`src/rtl/tdm_i2s_master_tx.sv`:
```
// Clock-master I2S / TDM (DSP-A) serial transmitter with a one-frame holding buffer,
// valid/ready sample intake and saturating underrun counting.
module tdm_i2s_master_tx #(
    parameter int unsigned DW       = 8,
    parameter int unsigned SLOT_W   = 16,
    parameter int unsigned CHANNELS = 2,
    parameter int unsigned SCK_DIV  = 4
) (
    input  logic                   clk,
    input  logic                   rst_n,
    input  logic                   en_i,
    input  logic                   mode_i,
    input  logic [CHANNELS*DW-1:0] frame_data_i,
    input  logic                   frame_valid_i,
    output logic                   frame_ready_o,
    output logic                   sck_o,
    output logic                   ws_o,
    output logic                   sd_o,
    output logic                   frame_start_o,
    output logic                   underrun_o,
    output logic [7:0]             underrun_cnt_o,
    output logic                   busy_o
);

    localparam int unsigned FRAME_BITS = CHANNELS * SLOT_W;
    localparam int unsigned DIV_W      = (SCK_DIV > 1) ? $clog2(SCK_DIV) : 1;
    localparam int unsigned IDX_W      = (FRAME_BITS > 1) ? $clog2(FRAME_BITS) : 1;

    localparam logic [DIV_W-1:0] DIV_LAST = DIV_W'(SCK_DIV - 1);
    localparam logic [DIV_W-1:0] DIV_HALF = DIV_W'(SCK_DIV / 2);
    localparam logic [IDX_W-1:0] IDX_LAST = IDX_W'(FRAME_BITS - 1);
    localparam logic [IDX_W-1:0] IDX_HALF = IDX_W'(FRAME_BITS / 2);

    typedef enum logic [1:0] {StIdle, StRun, StDrain} state_e;

    state_e                   state_q, state_d;
    logic [DIV_W-1:0]         div_q, div_d;
    logic [IDX_W-1:0]         idx_q, idx_d;
    logic                     started_q, started_d;
    logic                     mode_q, mode_d;
    logic [FRAME_BITS-1:0]    shift_q, shift_d;
    logic                     sck_q, sck_d;
    logic                     ws_q, ws_d;
    logic                     sd_q, sd_d;
    logic [CHANNELS*DW-1:0]   buf_q, buf_d;
    logic                     buf_full_q, buf_full_d;
    logic                     fs_q, fs_d;
    logic                     ur_q, ur_d;
    logic [7:0]               ur_cnt_q, ur_cnt_d;

    logic                     bit_evt, wrap, stop, frame_start, xfer;
    logic [FRAME_BITS-1:0]    load_vec, frame_vec;
    logic [IDX_W-1:0]         nb, nb_p1;
    logic                     nb_mode, ws_next;

    // Each slot carries its sample left-justified, channel 0 in the first slot.
    always_comb begin
        load_vec = '0;
        for (int unsigned k = 0; k < CHANNELS; k++) begin
            load_vec[FRAME_BITS-1-k*SLOT_W -: DW] = buf_q[DW*k +: DW];
        end
    end

    assign frame_vec = buf_full_q ? load_vec : '0;

    always_comb begin
        bit_evt     = (state_q != StIdle) && (div_q == DIV_LAST);
        wrap        = !started_q || (idx_q == IDX_LAST);
        stop        = bit_evt && wrap && (state_q == StDrain) && !en_i;
        frame_start = bit_evt && wrap && !stop;
        xfer        = frame_valid_i && !buf_full_q;

        // Index and framing mode of the bit about to be driven.
        nb      = frame_start ? '0 : idx_q + IDX_W'(1);
        nb_mode = frame_start ? mode_i : mode_q;
        nb_p1   = (nb == IDX_LAST) ? '0 : nb + IDX_W'(1);
        ws_next = nb_mode ? (nb == IDX_LAST) : (nb_p1 >= IDX_HALF);

        state_d    = state_q;
        div_d      = '0;
        idx_d      = idx_q;
        started_d  = started_q;
        mode_d     = mode_q;
        shift_d    = shift_q;
        ws_d       = ws_q;
        sd_d       = sd_q;
        buf_d      = buf_q;
        buf_full_d = buf_full_q;
        fs_d       = frame_start;
        ur_d       = frame_start && !buf_full_q;
        ur_cnt_d   = ur_cnt_q;

        unique case (state_q)
            StIdle:  if (en_i) state_d = StRun;
            StRun:   if (!en_i) state_d = StDrain;
            StDrain: begin
                if (en_i) begin
                    state_d = StRun;
                end else if (stop) begin
                    state_d = StIdle;
                end
            end
            default: state_d = StIdle;
        endcase

        if (state_q != StIdle) begin
            div_d = bit_evt ? '0 : div_q + DIV_W'(1);
        end
        sck_d = (div_d >= DIV_HALF);

        if (stop) begin
            idx_d     = '0;
            started_d = 1'b0;
            shift_d   = '0;
            ws_d      = 1'b0;
            sd_d      = 1'b0;
        end else if (frame_start) begin
            idx_d     = '0;
            started_d = 1'b1;
            mode_d    = mode_i;
            sd_d      = frame_vec[FRAME_BITS-1];
            shift_d   = frame_vec << 1;
            ws_d      = ws_next;
        end else if (bit_evt) begin
            idx_d   = nb;
            sd_d    = shift_q[FRAME_BITS-1];
            shift_d = shift_q << 1;
            ws_d    = ws_next;
        end

        // Buffer can only be refilled while empty, so intake and a load never collide.
        if (xfer) begin
            buf_d      = frame_data_i;
            buf_full_d = 1'b1;
        end else if (frame_start && buf_full_q) begin
            buf_full_d = 1'b0;
        end

        if (ur_d && (ur_cnt_q != 8'hFF)) begin
            ur_cnt_d = ur_cnt_q + 8'd1;
        end
    end

    always_ff @(posedge clk) begin
        if (!rst_n) begin
            state_q    <= StIdle;
            div_q      <= '0;
            idx_q      <= '0;
            started_q  <= 1'b0;
            mode_q     <= 1'b0;
            shift_q    <= '0;
            sck_q      <= 1'b0;
            ws_q       <= 1'b0;
            sd_q       <= 1'b0;
            buf_q      <= '0;
            buf_full_q <= 1'b0;
            fs_q       <= 1'b0;
            ur_q       <= 1'b0;
            ur_cnt_q   <= '0;
        end else begin
            state_q    <= state_d;
            div_q      <= div_d;
            idx_q      <= idx_d;
            started_q  <= started_d;
            mode_q     <= mode_d;
            shift_q    <= shift_d;
            sck_q      <= sck_d;
            ws_q       <= ws_d;
            sd_q       <= sd_d;
            buf_q      <= buf_d;
            buf_full_q <= buf_full_d;
            fs_q       <= fs_d;
            ur_q       <= ur_d;
            ur_cnt_q   <= ur_cnt_d;
        end
    end

    assign frame_ready_o  = !buf_full_q;
    assign sck_o          = sck_q;
    assign ws_o           = ws_q;
    assign sd_o           = sd_q;
    assign frame_start_o  = fs_q;
    assign underrun_o     = ur_q;
    assign underrun_cnt_o = ur_cnt_q;
    assign busy_o         = (state_q != StIdle);

endmodule

```
`config.mk`:
```
export PLATFORM = sky130hd
export DESIGN_NAME = tdm_i2s_master_tx
export DESIGN_NICKNAME = d
export VERILOG_FILES = /design/src/rtl/tdm_i2s_master_tx.sv
export SDC_FILE = /design/constraint.sdc
export NUM_CORES = 1
export LEC_CHECK = 0
export ABC_AREA = 1
export CORE_MARGIN = 2
export CORE_UTILIZATION = 50
export CTS_BUF_LIST = sky130_fd_sc_hd__clkbuf_8
export CTS_CLUSTER_SIZE = 24
export DETAILED_ROUTE_END_ITERATION = 10
export GPL_ROUTABILITY_DRIVEN = 0
export PLACE_DENSITY = 0.82
export SLEW_MARGIN = 25
export SYNTH_ARGS = -nofsm -noshare
export SYNTH_HDL_FRONTEND = slang
export SYNTH_SLANG_ARGS = --single-unit
export TNS_END_PERCENT = 5
```
`constraint.sdc`:
```
create_clock -name clk -period 5.85 [get_ports clk]
set_input_delay 1.4625 -clock clk [delete_from_list [all_inputs] [get_ports clk]]
set_output_delay 1.4625 -clock clk [all_outputs]
set_load 0.05 [all_outputs]
```
; ---- Word-level counts from Yosys, hierarchy flattened
; Index checks and enable logic that the tools add are counted.
[classes]
add_sub_neg = 4
order_cmp = 2
eq_ne = 9
muxes = 20
bitwise_logic = 1
reduce_logical = 21
[ops]
columns = operator, count
row1 = $mux W32, 3
row2 = $mux W2, 6
row3 = $add A5 B1 Y5 const B, 2
row4 = $eq A5 B5 Y1 const B, 2
row5 = $mux W5, 2
row6 = $logic_and A1 B1 Y1, 9
row7 = $add A8 B1 Y8 const B, 1
row8 = $mux W1, 8
row9 = $ne A8 B8 Y1 const B, 1
row10 = $pmux W2 S3, 1
row11 = $reduce_bool A2 Y1, 3
row12 = $ge A5 B5 Y1 const B, 1
row13 = $eq A2 B2 Y1 const B, 2
row14 = $logic_not A1 Y1, 4
row15 = $ne A2 B2 Y1 const B, 2
row16 = $ne A3 B3 Y1 const B, 1
row17 = $reduce_and A3 Y1, 1
row18 = $reduce_or A3 Y1, 1
row19 = $add A2 B1 Y2 const B, 1
row20 = $eq A2 B1 Y1 const B, 1
row21 = $ge A2 B2 Y1 const B, 1
row22 = $logic_not A2 Y1, 1
row23 = $reduce_or A2 Y1, 1
row24 = $logic_or A1 B1 Y1, 1
row25 = $not A1 Y1, 1
[totals]
reg_bits = 72
input_bits = 21
out_inout_bits = 15
word_cells = 71

; ---- Depth between registers and ports, before layout
[logic_depth]
depth_word = 14
mapped_depth = 14
mapped_depth_nobuf = 14

; ---- Worst setup path after synthesis
; No wires, ideal clock.
[synth_path]
kind = input-to-reg
from = input port en_i
to = register ws_q, in the netlist ws_o
setup_ns = 0.109
t_arrival_ns = 2.555
required_ns = 5.741
slack_ns = 3.186
path_stages = 10
cell_sequence = inv_1 -> nand3_2 -> nand3_4 -> nand2_1 -> nor3_1 -> ha_1 -> nand3_1 -> nand3_1 -> nand2_1 -> inv_1
[synth_via]
elab_chain_len = 11
elab_cells_between_ends = 15
cone_classes = add/sub (1) / order compare (1) / eq/ne (1) / mux (6) / reduce/logical (6)
[synth_lines]
columns = item, line_no
row1 = "start, declared", 11  ; input logic en_i,
row2 = $logic_not A1 Y1 (*), --
row3 = $logic_and A1 B1 Y1 (*), 69  ; stop = bit_evt && wrap && (state_q == StDrain) && !en_i;
row4 = $logic_not A1 Y1, 70  ; frame_start = bit_evt && wrap && !stop;
row5 = $logic_and A1 B1 Y1, 70
row6 = $mux W5, 74  ; nb = frame_start ? '0 : idx_q + IDX_W'(1);
row7 = $add A5 B1 Y5 / $eq A5 B5 Y1 (equally long branches), "76, 77"
row8 = $mux W5, 76  ; nb_p1 = (nb == IDX_LAST) ? '0 : nb + IDX_W'(1);
row9 = $ge A5 B5 Y1, 77  ; ws_next = nb_mode ? (nb == IDX_LAST) : (nb_p1 >= IDX_HALF);
row10 = $mux W1, 77
row11 = $mux W1, 124  ; end else if (bit_evt) begin
row12 = $mux W1, 117  ; end else if (frame_start) begin
row13 = "end signal, assigned", 168  ; ws_q <= ws_d;
row14 = "end, declared", 43  ; logic ws_q, ws_d;
; Every way passes the cells marked *; elsewhere a longest branch is shown, timed or not. The select of a mux whose other input is x is not followed.
; A chain may end at the register's enable or synchronous reset.

; ---- Worst setup path in the final report
[layout_path]
from = register state_q[1]
to = output port busy_o
[layout_via]
elab_chain_len = 1
[layout_lines]
columns = item, line_no
row1 = "start, declared", 36  ; state_e state_q, state_d;
row2 = "start signal, assigned", 146  ; state_q <= StIdle;
row3 = "start signal, assigned", 161  ; state_q <= state_d;
row4 = $reduce_bool A2 Y1, 185  ; assign busy_o = (state_q != StIdle);
row5 = "end, declared", 22  ; output logic busy_o
; No other way between the ends.

==> summary.md <==
The TritonCTS sink count is 63. The flip-flop and latch count after synthesis works out to 63. The reg-to-reg startpoint was idx_q[0]. Power density over the cells: 252.5 nW/um2. The tools report the setup clock skew after layout as 6.520 ps. The tools report the endpoint type of the worst setup path as an output pin. The logs give 0 ps for the accumulated negative setup slack and 63.04% for the final core utilization. Data on the critical path is required at its endpoint by 4390 ps. For the number of core rows, the log shows 26. The clock insertion delay at the later pin of the skew report was 340 ps.

The routed wire length per instance works out to 11.15 um. Before antenna repair, the detailed router went through 4 iterations. In this design, the largest share of critical-path delay is due to buffers and inverters.

Counting buffers and inverters, the worst setup path is 3 cells deep. Entering global routing, the biggest net connects 28 pins. The initial cell density of the core was 52.37%; the worst ir drop on vdd was 0.1659 mV.

In this run the vertical extent of the chip is 77.61 um. The tightest min-delay check is of the register to register type. The H-tree depth came out at 3.

Of all nets on the critical path, the largest fanout is 4. The worst setup path is of the register to output pin kind. In this run switching power makes up 22.22% of total power.

Walking the worst path, the cells encountered are nor2_2, inv_1, clkdlybuf4s50_1. For this run, the top clock speed supported by timing is 308.3 MHz. The core footprint is 5172 um2.

Setup repair after global routing left no endpoint under its margin. The number of gates resized after CTS was 0. Counting the buffers created by CTS gives 9. The half-perimeter wire length after placement is 3.640 mm, and the number of setup buffers added after CTS is 0. The number of cells on the worst hold path works out to 1. The via count of the first global-routing pass came out at 2109. Clock transition at the registers of the reported paths: 60 ps.

The flow ran to the end, and the final reports show no timing, DRC or antenna violations. The largest single stage delay on the critical path is 710 ps. The number of buffers and inverters on the critical path is 2. The average cell area after synthesis came out at 7.185 um2. Measured in cells, the most critical reg-to-reg path has a length of 11.

The detail route stage leaves a number of antenna-violating nets equal to 0. The count of input and output buffers came out at 35. The share of the Yosys chip area taken by registers is 46.56%. For this block, the routed nets add up to 5.372 mm of wire. The first global-routing pass estimated 9.204 mm of wire. Combinational logic burns 5.7% of the power. Counting distinct cell types in the post-synthesis netlist gives 30. The number of nets in the layout was 436. The worst hold margin was 430.3 ps. The total number of yosys warnings is 0, and the post-synthesis cell count is 377. The hold buffer count at CTS was 0; the final-report setup violation count was 0. The critical-path cell with the highest stage delay was sky130_fd_sc_hd__clkdlybuf4s50_1. The maximum root-to-sink buffer count was 2. In the layout the commonest cells are sky130_fd_sc_hd__nand2_1, sky130_fd_sc_hd__dfxtp_1, sky130_fd_sc_hd__nor2_1. After detailed routing, the number of remaining DRC violations is 0.

The run gives 83 as the count of routing violations after the opening detailed-route iteration. For the area used by sequential logic in the layout, the log shows 1261 um2. The tools report the endpoint of the lowest-slack register-to-register path as shift_q[12]. For hold timing, the worst endpoint is div_q[0]. The startpoint identified for the worst hold timing path is div_q[0]. The final hold violation count was 0; the number of nets produced by synthesis was 403. The analysis attributes to cell leakage a power of 1.456 nW. Power comes to 0.8233 mW.

For the pin with the worst max-slew slack, the measured transition is 946.2 ps. After global routing the overflow that remains totals 0. Counting the fill cells in the layout gives 457. Leaving out fill and tap cells, the most frequent cell in the layout is sky130_fd_sc_hd__nand2_1. The final antenna diode count is 0, and the area growth from synthesis to layout is 20.37%. The detailed router placed 2349 vias in this run. In this run the register-to-register setup slack is 3270 ps. The initial antenna violation count is 0, and the top-level port count is 36. TritonCTS built the clock tree. The die covers 6023 um2. The power dissipated by switching net loads is 0.1830 mW. The worst slew margin relative to its limit was 36.92%. Buffer cell driving the clock tree root: sky130_fd_sc_hd__clkbuf_8. The post-route netlist has 6.068% of its cells at a drive strength greater than 1. The run gives 0 as the total count of max-transition violations in the final report. The kind of launch point of the worst setup path was a register. The global-route usage over all layers was 19.38%. For the finished layout, the period the worst path requires is 3244 ps. The share of total power dissipated in the clock network is 40.2%. Die boundary width: 77.61 um.

The run gives 0.6403 mW as the internal power. For the area of the mapped netlist, the log shows 2709 um2. The via density per instance was 4.873. The logs give 1780 ps for the data arrival time of the critical path and 1234 um2 for the area of the multi-input gates.

The number of maximum-capacitance constraint violations came out at 0. Registers are responsible for 54.1% of the overall power. In the finished design, the share of the clock period the worst path needs comes to 55.45%.
-- layer usage --
| metal | part of all wire [%] | GRT usage [%] | vias to the layer above |
|---|---|---|---|
| li1 | - | - | 1253 |
| met1 | 46 | 22.12 | 1049 |
| met2 | 48 | 32.24 | 39 |
| met3 | 4.4 | 7.791 | 8 |
| met4 | 1.2 | 7.679 | 0 |
| met5 | 0 | 0 | - |
-- through the flow --
step	cell area, um2	setup WS, ps	cells
2_1_floorplan	2709	3186	377
3_3_place_gp	3090	2398	469
3_5_place_dp	3090	2339	469
4_1_cts	3261	2587	482
5_1_grt	3261	2495	482
6_report	3261	2606	482
-- cells by family (layout without fill, tap and decap cells) --
kind of cell | count (synthesis) | in the layout | share of synthesized area, %
DFF | 63 | 63 | 46.56
and+or+nand+nor | 203 | 203 | 32.29
buffers and inverters | 55 | 90 | 7.899
xor gates and xnor gates | 5 | 5 | 1.617
AOI/OAI and AO/OA | 46 | 46 | 9.331
adders and majority gates | 5 | 5 | 2.309
-- worst max-delay path by stage --
stage | slack [ps] | start | end
floorplan | 3190 | en_i | ws_o
global placement | 2400 | rst_n | shift_q[14]
detailed placement | 2340 | rst_n | shift_q[31]
CTS | 2590 | state_q[1] | busy_o
global route | 2490 | state_q[1] | busy_o
finish | 2610 | state_q[1] | busy_o
-- state kept, by name, indices dropped and copies added (netlist names) --
name,flops
sd_o,1
idx_q,5
mode_q,1
shift_q,23
buf_q,16
underrun_cnt_o,8
started_q,1
buf_full_q,1
div_q,2
ws_o,1
state_q,2
underrun_o,1
frame_start_o,1
-- power groups by stage --
stage | sequential, mW | combinational [mW] | clock (mW)
2_1_floorplan | 0.454 | 0.0261 | 0
3_3_place_gp | 0.454 | 0.0464 | 0
3_5_place_dp | 0.454 | 0.0472 | 0
4_1_cts | 0.445 | 0.0477 | 0.336
5_1_grt | 0.446 | 0.0522 | 0.358
6_report | 0.445 | 0.0472 | 0.331
-- synth_stat cells --
master / count / area [um2]
sky130_fd_sc_hd__nand2_2: 2 / 12.51
sky130_fd_sc_hd__inv_1: 39 / 146.4
sky130_fd_sc_hd__nor4_1: 1 / 6.260
sky130_fd_sc_hd__o211ai_1: 5 / 37.54
sky130_fd_sc_hd__buf_1: 2 / 7.510
sky130_fd_sc_hd__o21ai_1: 1 / 5.000
sky130_fd_sc_hd__nand4_1: 5 / 31.28
sky130_fd_sc_hd__nand2_1: 106 / 397.9
sky130_fd_sc_hd__ha_1: 5 / 62.56
sky130_fd_sc_hd__nand3_2: 1 / 10.01
sky130_fd_sc_hd__a21oi_1: 19 / 95.09
sky130_fd_sc_hd__inv_2: 2 / 7.510
sky130_fd_sc_hd__dfxtp_1: 63 / 1261
sky130_fd_sc_hd__clkbuf_1: 5 / 18.77
sky130_fd_sc_hd__o21ai_0: 18 / 90.09
sky130_fd_sc_hd__or2_2: 1 / 6.260
sky130_fd_sc_hd__xnor2_1: 1 / 8.760
sky130_fd_sc_hd__xor2_1: 4 / 35.03
sky130_fd_sc_hd__buf_2: 6 / 30.03
sky130_fd_sc_hd__o2111ai_1: 1 / 8.760
sky130_fd_sc_hd__a21oi_2: 1 / 8.760
sky130_fd_sc_hd__nand3_4: 1 / 17.52
sky130_fd_sc_hd__a211oi_1: 1 / 7.510
sky130_fd_sc_hd__nor2_2: 1 / 6.260
sky130_fd_sc_hd__nor3_1: 2 / 10.01
sky130_fd_sc_hd__nor2_8: 1 / 20.02
sky130_fd_sc_hd__clkinv_1: 1 / 3.750
sky130_fd_sc_hd__nand3_1: 27 / 135.1
sky130_fd_sc_hd__nor2_1: 53 / 198.9
sky130_fd_sc_hd__nor2_4: 2 / 22.52
-- layout make-up --
type,instances,area share (%)
Timing Repair Buffer,35,10.74
Tap cell,70,2.686
Multi-Input combinational cell,259,37.84
Inverter,42,4.835
Clock inverter,1,0.1535
Clock buffer,12,5.065
Sequential cell,63,38.68
No activity file was read; power rests on OpenSTA's default activity.
==> RTL change 1 (config.mk and constraints unchanged) <==
Put one more register stage on the output `underrun_cnt_o`, without a reset. The value now appears one clock later. The other outputs are not delayed to match.
--- a/src/rtl/tdm_i2s_master_tx.sv
+++ b/src/rtl/tdm_i2s_master_tx.sv
@@ -183,3 +183,5 @@
     assign underrun_o     = ur_q;
-    assign underrun_cnt_o = ur_cnt_q;
+    always_ff @(posedge clk) begin
+        underrun_cnt_o <= ur_cnt_q;
+    end
     assign busy_o         = (state_q != StIdle);
Behaviour: not the same (Yosys sat finds a counterexample within 10 cycles, from zero or initial values and one cycle with rst_n low).
==> RTL change 1 against the unedited design <==
Sequential cell count increased by 8. Routed wire length decreased by 1.3%. Via count increased by 1.5%. Cell area up 5.6%. Synthesized area increased by 6.5%. Power up 12%. Critical path depth grew 6. Non-clock buffer count increased by 1. Die area up 6.1%. Worst setup slack worse by 0.074 ns. Worst hold slack got worse by 0.035 ns. Critical path type is now input pin to flop. Largest cell class unchanged.
==> RTL change 1: results (changes against the unedited design) <==
share of synthesized area occupied by flip-flops and latches = 49.28% (was 46.56%)
FF-to-FF setup slack = 3.35 ns (was 3.27 ns)
delay of the slowest cell on the worst path = 0.59 ns (was 0.71 ns)
violation count after the first detailed-route iteration = 108 (was 83)
Worst VDD drop = 0.0001540 V (was 0.0001659 V)
total CTS buffers = 9 (unchanged)
post-route design area = 3442 um2 (was 3261 um2)
global-route wire length before repair = 9.301 mm (was 9.204 mm)
end point of the worst hold path = underrun_cnt_o[6] (was div_q[0])
number of fill cells in the layout = 516 (was 457)
gate count of the mapped netlist = 378 (was 377)
vias in the first global route = 2192 (was 2109)
Placed Instance Area = 3247 um2 (was 3090 um2)
proportion of layout cells with a drive suffix above 1 = 7.933% (was 6.068%)
worst hold path cell count = 0 (was 1)
depth of the worst register-to-register path = 13 (was 11)
post-cts gate resize count = 0 (unchanged)
GR Layer Usage met3 = 6.448% (was 7.791%)
number of antenna violations at the first check in global routing = 0 (unchanged)
router iterations before antenna repair = 4 (unchanged)
largest net degree at the start of global routing = 25 (was 28)
critical path peak fanout = 11 (was 4)
Tightest Pin Transition = 0.7874 ns (was 0.9462 ns)
overall global routing resource usage = 18.72% (was 19.38%)
Hold Worst Slack = 0.3952 ns (was 0.4303 ns)
DP Worst Slack = 2.175 ns (was 2.339 ns)
HPWL after DPL = 3.621 mm (was 3.640 mm)
routed vias = 2385 (was 2349)
Crit path arrival time = 3.56 ns (was 1.78 ns)
leakage power summed over all cells = 1.554 nW (was 1.456 nW)
met2 Use GR = 30.67% (was 32.24%)
maximum buffer depth of the clock tree = 2 (unchanged)
synth cell count leaders = sky130_fd_sc_hd__nand2_1, sky130_fd_sc_hd__dfxtp_1, sky130_fd_sc_hd__nor2_1 (unchanged)
routed len/inst = 10.86 um (was 11.15 um)
kind of cell with the highest combined delay on the critical path = simple AND/OR/NAND/NOR gates (was buffers and inverters)
main area contributors after synthesis = sky130_fd_sc_hd__dfxtp_1, sky130_fd_sc_hd__nand2_1, sky130_fd_sc_hd__nor2_1 (unchanged)
number of different library cells in the post-synthesis netlist = 29 (was 30)
global-route met1 utilization = 22.49% (was 22.12%)
largest clock skew in the final design = 0.004680 ns (was 0.006520 ns)
number of H-tree branching levels = 3 (unchanged)
startpoint of the most critical hold path = ur_cnt_q[6] (was div_q[0])
synthesized net count = 404 (was 403)
Worst path slowest cell = sky130_fd_sc_hd__o211ai_2 (was sky130_fd_sc_hd__clkdlybuf4s50_1)
worst hold path type = flop to flop (unchanged)
status = complete, no violations (unchanged)
Placed Cells = 472 (was 469)
final wirelength = 5.300 mm (was 5.372 mm)
number of nets in the final layout = 437 (was 436)
[RTL change 1: cell count changes after synthesis, sizes merged, moves of 2 or more]
cell,delta
dfxtp,+8
inv,-4
o211ai,-4
nand3,-3
nand4,-3
o21ai,+3
clkbuf,+2
nor3,-2
xnor2,+2
[RTL change 1: power by group]
group	switching (mW)	total, mW	internal (mW)
sequential	0.00657	0.500	0.494
clock	0.172	0.370	0.198
combinational	0.0276	0.0489	0.0213
[RTL change 1: cell families (layout without fill, tap and decap cells)]
family / count (synthesis) / in the layout / share of synthesized area, %
buf+inv: 51 / 89 / 7.766
compound gates: 48 / 48 / 9.415
fa+ha+maj: 5 / 5 / 2.169
xor+xnor: 6 / 6 / 1.822
simple gates: 197 / 197 / 29.54
flops: 71 / 71 / 49.28
[RTL change 1: area by class of cell]
type / instances / share of cell area (%)
multi-input cells: 256 / 35.99
repair buffers: 36 / 10.40
inverters: 37 / 4.035
well taps: 72 / 2.617
flip-flops and latches: 71 / 41.29
clock buffers: 13 / 5.198
clock inverters: 3 / 0.4726
[RTL change 1: worst max path at each step]
| stage | depth (start not counted) | endpoint | slack [ns] | from |
|---|---|---|---|---|
| 6_report | 9 | ws_o | 2.53 | en_i |
| 4_1_cts | 3 | busy_o | 2.52 | state_q[0] |
| 3_5_place_dp | 9 | ws_o | 2.18 | en_i |
| 2_1_floorplan | 9 | ws_o | 3.09 | en_i |
| 3_3_place_gp | 9 | ws_o | 2.25 | en_i |
| 5_1_grt | 9 | ws_o | 2.31 | en_i |
[RTL change 1: layer usage]
layer / part of all wire, % / up-vias
met2: 46 / 68
met1: 45 / 1049
li1: - / 1256
met4: 2.4 / 0
met5: 0 / -
met3: 5.7 / 12
==> RTL change 2 (same flow settings) <==
Made on the original files. Change the parameter `CHANNELS` from 2 to 1.
--- a/src/rtl/tdm_i2s_master_tx.sv
+++ b/src/rtl/tdm_i2s_master_tx.sv
@@ -5,3 +5,3 @@
     parameter int unsigned SLOT_W   = 16,
-    parameter int unsigned CHANNELS = 2,
+    parameter int unsigned CHANNELS = 1,
     parameter int unsigned SCK_DIV  = 4
Ports: changed (resized frame_data_i); port bits go from 36 to 28. No check against the original RTL was run, so the function may have changed too.
==> RTL change 2 against the unedited design <==
Power down 36%. Cell area down 36%. Worst hold slack better by 0.0083 ns. Clock skew decreased by 0.0041 ns. Worst setup slack better by 0.032 ns. Synthesized area fell by 38%. Sequential cell count fell by 24. Sequential power fell by 38%. Routed wire length down 42%. Critical path depth did not move. Synthesized cell count shrank 42%. Highest routed layer unchanged.
==> RTL change 2: results (changes against the unedited design) <==
status = complete, no violations (unchanged)
total setup buffers inserted after CTS = 0 (unchanged)
number of fill cells in the layout = 287 (was 457)
number of different library cells in the post-synthesis netlist = 29 (was 30)
routed vias = 1423 (was 2349)
DP Worst Slack = 2.733 ns (was 2.339 ns)
routed len/inst = 10.47 um (was 11.15 um)
CP Launch Point = state_q[1] (unchanged)
Crit path arrival time = 1.75 ns (was 1.78 ns)
Worst VDD drop = 0.0001685 V (was 0.0001659 V)
synthesized net count = 236 (was 403)
violation count after the first detailed-route iteration = 148 (was 83)
Placed Cells = 288 (was 469)
gate count of the mapped netlist = 220 (was 377)
overall global routing resource usage = 19.56% (was 19.38%)
final core area utilization = 63.85% (was 63.04%)
clock insertion delay at the later pin of the skew report = 0.29 ns (was 0.34 ns)
synth warn = 0 (unchanged)
vias in the first global route = 1235 (was 2109)
met2 Use GR = 27.07% (was 32.24%)
clock slew at the register clock pins of the worst setup and hold paths = 0.08 ns (was 0.06 ns)
count of inserted antenna diode cells = 0 (unchanged)
post-DR vias/cell = 4.807 (was 4.873)
switching power = 0.1189 mW (was 0.1830 mW)
number of antenna violations at the first check in global routing = 0 (unchanged)
main area contributors after synthesis = sky130_fd_sc_hd__dfxtp_1, sky130_fd_sc_hd__o21ai_0, sky130_fd_sc_hd__nand2_1 (was sky130_fd_sc_hd__dfxtp_1, sky130_fd_sc_hd__nand2_1, sky130_fd_sc_hd__nor2_1)
leakage power summed over all cells = 0.8941 nW (was 1.456 nW)
largest net degree at the start of global routing = 18 (was 28)
HPWL after DPL = 2.205 mm (was 3.640 mm)
total CTS buffers = 5 (was 9)
buffers added on ports = 27 (was 35)
largest clock skew in the final design = 0.002454 ns (was 0.006520 ns)
number of H-tree branching levels = 2 (was 3)
synth cell count leaders = sky130_fd_sc_hd__dfxtp_1, sky130_fd_sc_hd__nand2_1, sky130_fd_sc_hd__nor2_1 (was sky130_fd_sc_hd__nand2_1, sky130_fd_sc_hd__dfxtp_1, sky130_fd_sc_hd__nor2_1)
share of synthesized area occupied by flip-flops and latches = 46.53% (was 46.56%)
startpoint of the most critical hold path = div_q[0] (unchanged)
share of synthesized registers carrying an async set or reset = 0% (unchanged)
Tightest Pin Transition = 0.5098 ns (was 0.9462 ns)
GR Layer Usage met3 = 7.453% (was 7.791%)
number of nets in the final layout = 265 (was 436)
proportion of layout cells with a drive suffix above 1 = 7.200% (was 6.068%)
worst r2r src = div_q[0] (was idx_q[0])
global-route met1 utilization = 26.87% (was 22.12%)
Placed Instance Area = 1984 um2 (was 3090 um2)
post-cts gate resize count = 0 (unchanged)
critical path peak fanout = 3 (was 4)
global-route wire length before repair = 5.368 mm (was 9.204 mm)
top_reg_cell synth = sky130_fd_sc_hd__dfxtp_1 (unchanged)
-- RTL change 2: cell types whose count changed after synthesis, sizes merged, moves of 5 or more --
cell / delta
o211ai: -5
buf: -7
nand3: -17
o21ai: +8
nor2: -20
inv: -14
dfxtp: -24
nand2: -71
-- RTL change 2: final timing paths --
check / cells past startpoint / slack (ns) / endpoint
worst max-delay path: 3 / 2.64 / busy_o
worst min-delay path: 1 / 0.44 / div_q[0]
worst max register to register: 11 / 3.97 / underrun_cnt_o[7]
worst min register to register: 1 / 0.44 / div_q[0]
-- RTL change 2: kinds of logic (layout without fill, tap and decap cells) --
group,Yosys count,count (layout),synth area share (%)
DFF,39,39,46.53
AOI/OAI and AO/OA,48,48,14.84
adders and majority gates,3,3,2.237
buffers and inverters,32,62,7.308
and+or+nand+nor,97,97,28.56
xor gates and xnor gates,1,1,0.5221
-- RTL change 2: power groups by stage --
stage                     Sequential (mW)  Clock [mW]  Combinational (mW)
after floorplan                     0.281           0              0.0179
after global placement              0.281           0              0.0312
after detailed placement            0.282           0              0.0315
after CTS                           0.275       0.229              0.0318
after global routing                0.276       0.239              0.0360
final                               0.275       0.224              0.0316
-- RTL change 2: area by class of cell --
type	count	share of cell area [%]
Clock inverter	3	2.088
Inverter	27	4.833
Tap cell	46	2.745
Clock buffer	5	3.282
Multi-Input combinational cell	149	36.93
Timing Repair Buffer	27	12.89
Sequential cell	39	37.23
-- RTL change 2: per-layer routing --
layer,vias to the layer above,routed length (um)
met1,601,1589
li1,774,-
met5,-,0
met4,0,75
met3,9,181
met2,39,1251
-- RTL change 2: critical path, stage by stage (launching register included) --
cell and delay (ns):
sky130_fd_sc_hd__dfxtp_1 0.34, sky130_fd_sc_hd__nor2_2 0.27, sky130_fd_sc_hd__inv_1 0.13, sky130_fd_sc_hd__clkdlybuf4s50_1 0.72
